===== config.mk =====
export PLATFORM = sky130hd
export DESIGN_NAME = hack_core_mc
export DESIGN_NICKNAME = d
export VERILOG_FILES = /design/src/rtl/hack_pkg.sv /design/src/rtl/hack_alu.sv /design/src/rtl/hack_core_mc.sv
export SDC_FILE = /design/constraint.sdc
export NUM_CORES = 1
export LEC_CHECK = 0
export BUFFER_PORTS_ARGS = -buffer_cell sky130_fd_sc_hd__buf_2
export CAP_MARGIN = 20
export CORE_MARGIN = 1.5
export CORE_UTILIZATION = 40
export DETAILED_ROUTE_END_ITERATION = 7
export GPL_TIMING_DRIVEN = 0
export SETUP_SLACK_MARGIN = 0.02
export SLEW_MARGIN = 20
export SYNTH_ARGS = -nofsm -noshare
export SYNTH_HDL_FRONTEND = slang
export SYNTH_SLANG_ARGS = --single-unit

===== constraint.sdc =====
create_clock -name clk -period 9.8 [get_ports clk]
set_input_delay 1.96 -clock clk [delete_from_list [all_inputs] [get_ports clk]]
set_output_delay 1.96 -clock clk [all_outputs]
set_load 0.03 [all_outputs]

===== src/rtl/hack_pkg.sv =====
// hack_pkg: shared definitions for the multicycle Hack core.
//   state_t       front-end FSM states
//   I_*           instruction bit positions
//   jump_taken()  Hack jump condition from j1..j3 and the ALU flags
package hack_pkg;

    typedef enum logic [2:0] {
        FETCH  = 3'd0,
        MEM_RD = 3'd1,
        EXEC   = 3'd2,
        MEM_WR = 3'd3,
        HALT   = 3'd4
    } state_t;

    localparam int I_CTYPE = 15;  // 1 = C-instruction
    localparam int I_IMM_W = 15;  // A-instruction immediate width
    localparam int I_ABIT  = 12;  // ALU y operand: 1 = M, 0 = A
    localparam int I_CMP_H = 11;  // zx,nx,zy,ny,f,no
    localparam int I_CMP_L = 6;
    localparam int I_DST_A = 5;
    localparam int I_DST_D = 4;
    localparam int I_DST_M = 3;
    localparam int I_JMP_H = 2;   // j1(<0), j2(=0), j3(>0)
    localparam int I_JMP_L = 0;

    function automatic logic jump_taken(input logic [2:0] j, input logic zr, input logic ng);
        return (j[2] & ng) | (j[1] & zr) | (j[0] & ~ng & ~zr);
    endfunction

endpackage


===== src/rtl/hack_alu.sv =====
// hack_alu: combinational Hack ALU, DATA_W wide.
//   x, y  operands (x = D, y = A or M)
//   ctl   {zx, nx, zy, ny, f, no}
//   res   result; zr = (res == 0); ng = res sign bit
module hack_alu #(
    parameter int DATA_W = 16
) (
    input  logic [DATA_W-1:0] x,
    input  logic [DATA_W-1:0] y,
    input  logic [5:0]        ctl,
    output logic [DATA_W-1:0] res,
    output logic              zr,
    output logic              ng
);

    logic [DATA_W-1:0] xz, xn, yz, yn, fo;

    always_comb begin
        xz  = ctl[5] ? '0 : x;
        xn  = ctl[4] ? ~xz : xz;
        yz  = ctl[3] ? '0 : y;
        yn  = ctl[2] ? ~yz : yz;
        fo  = ctl[1] ? (xn + yn) : (xn & yn);
        res = ctl[0] ? ~fo : fo;
        zr  = (res == '0);
        ng  = res[DATA_W-1];
    end

endmodule


===== src/rtl/hack_core_mc.sv =====
// hack_core_mc: multicycle Hack CPU core with req/ack instruction and data ports.
//   clk, resetb                      clock, async active-low reset
//   imem_req_o/addr_o/ack_i/rdata_i  instruction fetch handshake (addr = PC)
//   dmem_req_o/we_o/addr_o/wdata_o   data access handshake (addr = A, wdata = RES)
//   dmem_ack_i/rdata_i               data access completion / read data
//   halt_i                           stop after the current instruction retires
//   retire_o                         one-cycle commit pulse
//   halted_o                         core parked in HALT
//   pc_o, regA_o, regD_o             architectural state
module hack_core_mc
    import hack_pkg::*;
#(
    parameter int DATA_W  = 16,
    parameter int PC_STEP = 2
) (
    input  logic              clk,
    input  logic              resetb,
    output logic              imem_req_o,
    output logic [DATA_W-1:0] imem_addr_o,
    input  logic              imem_ack_i,
    input  logic [15:0]       imem_rdata_i,
    output logic              dmem_req_o,
    output logic              dmem_we_o,
    output logic [DATA_W-1:0] dmem_addr_o,
    output logic [DATA_W-1:0] dmem_wdata_o,
    input  logic              dmem_ack_i,
    input  logic [DATA_W-1:0] dmem_rdata_i,
    input  logic              halt_i,
    output logic              retire_o,
    output logic              halted_o,
    output logic [DATA_W-1:0] pc_o,
    output logic [DATA_W-1:0] regA_o,
    output logic [DATA_W-1:0] regD_o
);

    if (DATA_W < 16) begin : g_bad_width
        $error("hack_core_mc: DATA_W must be >= 16");
    end

    state_t            state;
    logic [DATA_W-1:0] pc, a, d, mdr, res;
    logic [15:0]       ir;
    logic              imem_req, dmem_req;

    logic [DATA_W-1:0] alu_out;
    logic              zr, ng;
    logic              is_c, dest_a, dest_d, dest_m, jump, commit;
    logic              imem_fire, dmem_fire;

    // ALU operands come only from registers that change at commit, so the
    // result stays valid through MEM_WR and can be reused at commit time.
    hack_alu #(.DATA_W(DATA_W)) u_alu (
        .x   (d),
        .y   (ir[I_ABIT] ? mdr : a),
        .ctl (ir[I_CMP_H:I_CMP_L]),
        .res (alu_out),
        .zr  (zr),
        .ng  (ng)
    );

    assign is_c   = ir[I_CTYPE];
    assign dest_a = is_c & ir[I_DST_A];
    assign dest_d = is_c & ir[I_DST_D];
    assign dest_m = is_c & ir[I_DST_M];
    assign jump   = is_c & jump_taken(ir[I_JMP_H:I_JMP_L], zr, ng);

    // Acks are only honoured while the matching request is up.
    assign imem_fire = imem_req & imem_ack_i;
    assign dmem_fire = dmem_req & dmem_ack_i;

    assign commit = ((state == EXEC) & ~dest_m) | ((state == MEM_WR) & dmem_fire);

    always_ff @(posedge clk or negedge resetb) begin
        if (!resetb) begin
            state    <= FETCH;
            pc       <= '0;
            a        <= '0;
            d        <= '0;
            ir       <= '0;
            mdr      <= '0;
            res      <= '0;
            imem_req <= 1'b0;
            dmem_req <= 1'b0;
        end else begin
            case (state)
                FETCH: begin
                    if (!imem_req) begin
                        // first cycle out of reset
                        imem_req <= 1'b1;
                    end else if (imem_ack_i) begin
                        ir       <= imem_rdata_i;
                        imem_req <= 1'b0;
                        if (imem_rdata_i[I_CTYPE] && imem_rdata_i[I_ABIT]) begin
                            state    <= MEM_RD;
                            dmem_req <= 1'b1;
                        end else begin
                            state <= EXEC;
                        end
                    end
                end
                MEM_RD: begin
                    if (dmem_fire) begin
                        mdr      <= dmem_rdata_i;
                        dmem_req <= 1'b0;
                        state    <= EXEC;
                    end
                end
                EXEC: begin
                    res <= alu_out;
                    if (dest_m) begin
                        state    <= MEM_WR;
                        dmem_req <= 1'b1;
                    end
                end
                MEM_WR: begin
                    if (dmem_fire) dmem_req <= 1'b0;
                end
                HALT: begin
                    if (!halt_i) begin
                        state    <= FETCH;
                        imem_req <= 1'b1;
                    end
                end
                default: state <= FETCH;
            endcase

            if (commit) begin
                // A, D, PC update together; jump target uses A before this write.
                if (!is_c)       a <= {{(DATA_W-I_IMM_W){1'b0}}, ir[I_IMM_W-1:0]};
                else if (dest_a) a <= alu_out;
                if (dest_d)      d <= alu_out;
                pc <= jump ? a : pc + DATA_W'(PC_STEP);
                if (halt_i) begin
                    state <= HALT;
                end else begin
                    state    <= FETCH;
                    imem_req <= 1'b1;
                end
            end
        end
    end

    assign imem_req_o   = imem_req;
    assign imem_addr_o  = pc;
    assign dmem_req_o   = dmem_req;
    assign dmem_we_o    = (state == MEM_WR);
    assign dmem_addr_o  = a;
    assign dmem_wdata_o = res;
    assign retire_o     = commit;
    assign halted_o     = (state == HALT);
    assign pc_o         = pc;
    assign regA_o       = a;
    assign regD_o       = d;

endmodule

Yosys cells after proc, flatten, opt, wreduce, memory -nomap -nowiden
Cells that the tools add are included.
Storage, ports and cells
  register bits after elaboration: 101
  latch bits: 0
  memory bits (writable): 0
  bits in read-only memories: 0
  input port bits: 37
  output and inout port bits: 101
  word-level logic and storage cells: 90
  memories kept: 0
Cells by class
  add/sub/neg operators: 2
  multipliers: 0
  divide/modulo/power cells: 0
  magnitude comparators: 0
  equal/unequal tests: 16
  shifts and indexed selects: 0
  multiplexer cells: 31
  bitwise gates (word level): 21
  reduce and logical (&&, ||, !) cells: 11
Operators by type and width (count)
  $mux W16: 10
  $not A16 Y16: 3
  $mux W3: 7
  $add A16 B16 Y16: 1
  $add A16 B2 Y16 const B: 1
  $and A16 B16 Y16: 1
  $logic_not A16 Y1: 1
  $ne A3 B3 Y1 const B: 5
  $pmux W3 S5: 1
  $reduce_and A6 Y1: 2
  $and A1 B1 Y1: 11
  $mux W1: 10
  $ne A2 B2 Y1 const B: 4
  $eq A3 B2 Y1 const B: 2
  $ne A2 B1 Y1 const B: 3
  $reduce_and A2 Y1: 3
  $eq A3 B1 Y1 const B: 1
  $eq A3 B3 Y1 const B: 1
  $logic_not A3 Y1: 1
  $not A1 Y1: 3
  $or A1 B1 Y1: 3
  $pmux W1 S3: 1
  $reduce_and A3 Y1: 1
  $reduce_bool A3 Y1: 1
  other kinds (4): 4

Depth between registers and ports, before layout
  depth in word-level cells: 14
  gate-level depth with buffers: 19
  gate-level depth less buffers: 15

By module
From an unflattened synthesis, not the netlist that was laid out.
Unflattened totals
  cell total of the unflattened synthesis: 689
  area, all modules: 6945.4 µm²
Modules (own cells, without submodules)
  hack_core_mc: times used 1, cells an instance 422, area each 5038.6 µm²
  hack_alu: times used 1, cells an instance 267, area each 1906.8 µm²

Worst setup path before layout
OpenSTA, ideal clock, no wires.
  path kind: input port to output port
  start point: in dmem_ack_i
  end point: out retire_o
  arrival: 3116 ps
  data required time: 7840 ps
  setup slack: 4724 ps
  stages on the path: 5
  path through: nand2_1 > a21o_1 > clkinv_1 > clkbuf_1 > clkbuf_1
On the way
  longest elaborated chain between the ends: 3
Ends and longest elaborated chain
  start, declared: line hack_core_mc.sv:26  | input logic dmem_ack_i,
  $and A1 B1 Y1: line hack_core_mc.sv:69  | assign dmem_fire = dmem_req & dmem_ack_i;
  $and A1 B1 Y1: line hack_core_mc.sv:71  | assign commit = ((state == EXEC) & ~dest_m) | ((state == MEM_WR) & dmem_fire);
  $or A1 B1 Y1: line hack_core_mc.sv:71
  end, declared: line hack_core_mc.sv:29  | output logic retire_o,
No other way between the ends.

Worst setup path in the final report
  start point: reg ir[12]
  end point: reg pc[10], in the netlist imem_addr_o[10]
On the way
  longest elaborated chain between the ends: 14
  elaborated cells on any way between the ends: 20
  those cells by class: add/sub (1); mux (6); bitwise (12); reduce/logical (1)
Ends and longest elaborated chain
  start, declared: line hack_core_mc.sv:42  | logic [15:0] ir;
  start signal, assigned: line hack_core_mc.sv:91  | ir <= imem_rdata_i;
  $mux W16 *: line hack_core_mc.sv:54  | .y (ir[I_ABIT] ? mdr : a),
  $mux W16 *: line hack_alu.sv:21  | yz = ctl[3] ? '0 : y;
  $not A16 Y16: line hack_alu.sv:22  | yn = ctl[2] ? ~yz : yz;
  $mux W16 *: line hack_alu.sv:22
  $add A16 B16 Y16 or $and A16 B16 Y16 (tied branches): line hack_alu.sv:23  | fo = ctl[1] ? (xn + yn) : (xn & yn);
  $mux W16 *: line hack_alu.sv:23
  $not A16 Y16: line hack_alu.sv:24  | res = ctl[0] ? ~fo : fo;
  $mux W16 *: line hack_alu.sv:24
  $logic_not A16 Y1 or $not A1 Y1 (tied branches): line hack_alu.sv:25, hack_pkg.sv:27
  $and A1 B1 Y1 or $not A1 Y1 (tied branches): line hack_pkg.sv:27  | return (j[2] & ng) | (j[1] & zr) | (j[0] & ~ng & ~zr);
  $or A1 B1 Y1 or $and A1 B1 Y1 (tied branches): line hack_pkg.sv:27
  $or A1 B1 Y1 *: line hack_pkg.sv:27
  $and A1 B1 Y1 *: line hack_core_mc.sv:65  | assign jump = is_c & jump_taken(ir[I_JMP_H:I_JMP_L], zr, ng);
  $mux W16 *: line hack_core_mc.sv:132  | pc <= jump ? a : pc + DATA_W'(PC_STEP);
  end signal, assigned: line hack_core_mc.sv:132
  end, declared: line hack_core_mc.sv:41  | logic [DATA_W-1:0] pc, a, d, mdr, res;
Mark *: on every way between the ends. The rest lies on a longest branch, timed or not.
A chain may end at the register's enable or synchronous reset.

==> flow_summary.json <==
{
  "outcome": "finished clean",
  "rows": 48,
  "grt-ovfl-total": 0,
  "cts_hold_buf": 0,
  "ioPinCount": 138,
  "cts_max_path_buffers": 2,
  "syn-num-nets": 831,
  "cp.arrival_ps": 6070,
  "ys_ff_latch": 101,
  "rsz0062_at_grt": "no",
  "num_antenna_cells": 0,
  "critPathCaptureType": "flip-flop",
  "drc": 0,
  "yosysSeqAreaShare": 0.363,
  "numCtsBuffers": 9,
  "clk_pin_slew_ps": 70,
  "required_ps": 10010,
  "regArea_mm2": 0.00253,
  "routedWlPerCell_um": 18.7,
  "crit_path_max_fanout": 10,
  "synth-edff-count": 0,
  "synth_cell_types": 73,
  "finClkSkew_ps": 6.75,
  "drive_above_1_share": 0.275,
  "synth_top_cell_by_area": "dfrtp_1",
  "async_reset_ff_frac": 1.00,
  "slew_headroom": 0.193,
  "fmax_mhz": 171,
  "vias": 6306,
  "io_buffers": 137,
  "grt_pass1_wl_um": 33800,
  "cts_max_level": 3,
  "final_max_slew_viol_count": 0,
  "fin_hold_ws_ps": 484,
  "cts_setup_buffers": 0,
  "core_mm2": 0.0172,
  "ant_nets": 0,
  "final-hold-violation-count": 0,
  "fin_crit_sh": 0.597,
  "synthTopCellsByArea": "dfrtp_1 36%, mux2_2 5.7%, o21ai_0 4.2%",
  "crit_type": "reg -> reg",
  "nets": 980,
  "gp_congestion": 0.917,
  "tightest_slew_ps": 1200,
  "r2r-start": "ir[12]",
  "grt_max_degree": 72,
  "synth_cells": 776,
  "synth_area_mm2": 0.00697,
  "clock-sinks": 101,
  "die_h_um": 135,
  "ctsRootBufferMaster": "clkbuf_16",
  "fin_setup_tns_ps": 0,
  "grt_usage": 0.243,
  "startpoint": "ir[12]",
  "worstSetupStartpointType": "flip-flop",
  "fp.dieW_um": 135,
  "first_pass_iters": 5,
  "viasPerCell": 5.46,
  "post-dp-hpwl_um": 16200,
  "synthFlopType": "dfrtp_1",
  "avgSynthCellArea_um2": 8.98,
  "min_from": "dmem_wdata_o[8]",
  "grt_pass1_vias": 5756,
  "synth_top_area_frac": 0.363,
  "post_cts_resize_count": 0,
  "maxCapViolCount": 0,
  "cts_tree": "done",
  "area_growth_pct": 18.2,
  "hold_path_class": "reg -> reg",
  "fill_cells": 1717,
  "antenna_found_initial": 0,
  "drtIter0Drc": 500,
  "die-area_mm2": 0.0182,
  "finalSetupViolations": 0,
  "clk_latency_ps": 350,
  "multi_input_area_mm2": 0.00390,
  "period_minus_slack_ps": 5850,
  "yosys_warnings": 0,
  "wirelength_um": 21600,
  "start_util": 0.406
}
==> synth_stat cells, types with 4 or more instances <==
cell,instances
a211o_1,4
a211oi_1,7
a21o_1,6
a21oi_1,26
a21oi_2,4
a2bb2oi_2,10
a31oi_1,7
and2_1,6
and3_1,10
buf_1,5
buf_2,6
buf_4,34
clkbuf_1,32
dfrtp_1,101
ha_1,17
inv_1,20
mux2_2,35
mux2i_1,28
nand2_1,76
nand2b_1,21
nand3_1,43
nand4_1,5
nor2_1,58
nor2b_1,4
nor3_1,19
nor4_1,4
o2111ai_1,4
o211ai_1,6
o21a_1,10
o21ai_0,59
o221ai_1,4
or3_1,9
xnor2_1,27
xor2_1,17
==> flip-flops by register name (all words and copies together), names as in the netlist, 3 cells and up <==
register and flops:
dmem_addr_o 16, dmem_wdata_o 16, state 3, ir 16
mdr 16, regD_o 16, imem_addr_o 16
==> cell usage in the layout, fill, tap and decap left out, types with 28 or more instances in the layout <==
cell,count
o21ai_0,59
nand2_1,76
mux2_2,35
nor2_1,58
buf_2,142
dfrtp_1,101
clkbuf_1,33
nand3_1,43
mux2i_1,28
buf_4,34
==> metrics by stage <==
stage,util,area (um^2),worst slack [ps],std cells
5_1_grt,0.480,8240,3840,1155
6_report,0.480,8240,3950,1155
3_3_place_gp,0.462,7940,4030,1138
3_5_place_dp,0.464,7970,4090,1139
4_1_cts,0.480,8240,4060,1155
2_1_floorplan,-,6970,4720,776
==> final timing paths <==
kind	endpoint	slack, ps	depth (start not counted)
worst min-delay path	dmem_wdata_o[8]	480	2
worst max-delay path	imem_addr_o[10]	3950	18
max in group asynchronous	regD_o[3]	7650	2
min in group asynchronous	mdr[10]	1480	1
worst min register to register	dmem_wdata_o[8]	480	2
worst max register to register	imem_addr_o[10]	3950	18
==> per-layer routing <==
metal | up-vias | track usage | wire length, um
met3 | 25 | 0.0462 | 1600
met4 | 0 | 0.0657 | 399
met5 | - | 0 | 0
met1 | 3010 | 0.362 | 10400
met2 | 242 | 0.360 | 9240
li1 | 3029 | - | -
==> layout make-up <==
cell class | instances | share of cell area
clock inverter | 6 | 0.00486
clock buffer | 10 | 0.0278
buffer | 80 | 0.0559
multi-input combinational | 574 | 0.474
tap | 225 | 0.0342
timing repair buffer | 138 | 0.0873
sequential | 101 | 0.307
inverter | 21 | 0.00957
==> cells by family after synthesis <==
family	Yosys count	share of synthesized area
AND/OR/NAND/NOR	272	0.191
multiplexers	64	0.0989
adder cells (fa/ha/maj)	18	0.0334
AO/OA/AOI/OAI	176	0.181
XOR/XNOR	44	0.0553
flip-flops	101	0.363
buffers and inverters	101	0.0774
==> critical path, stage by stage, from the launching register on <==
cell and delay (ps):
dfrtp_1 320, clkbuf_1 490, clkbuf_1 590, mux2i_1 320
nor2_1 80, xor2_1 190, ha_1 480, o211ai_1 220
o21ai_2 400, a211o_1 190, nand4_1 100, a311oi_1 970
and4bb_2 440, a41oi_1 120, a21bo_1 240, buf_6 180
buf_12 160, a21oi_2 60, a2bb2oi_2 160
Power is not shown: default switching activity piles up to over one toggle a cycle in this logic, so the estimate is an artifact.
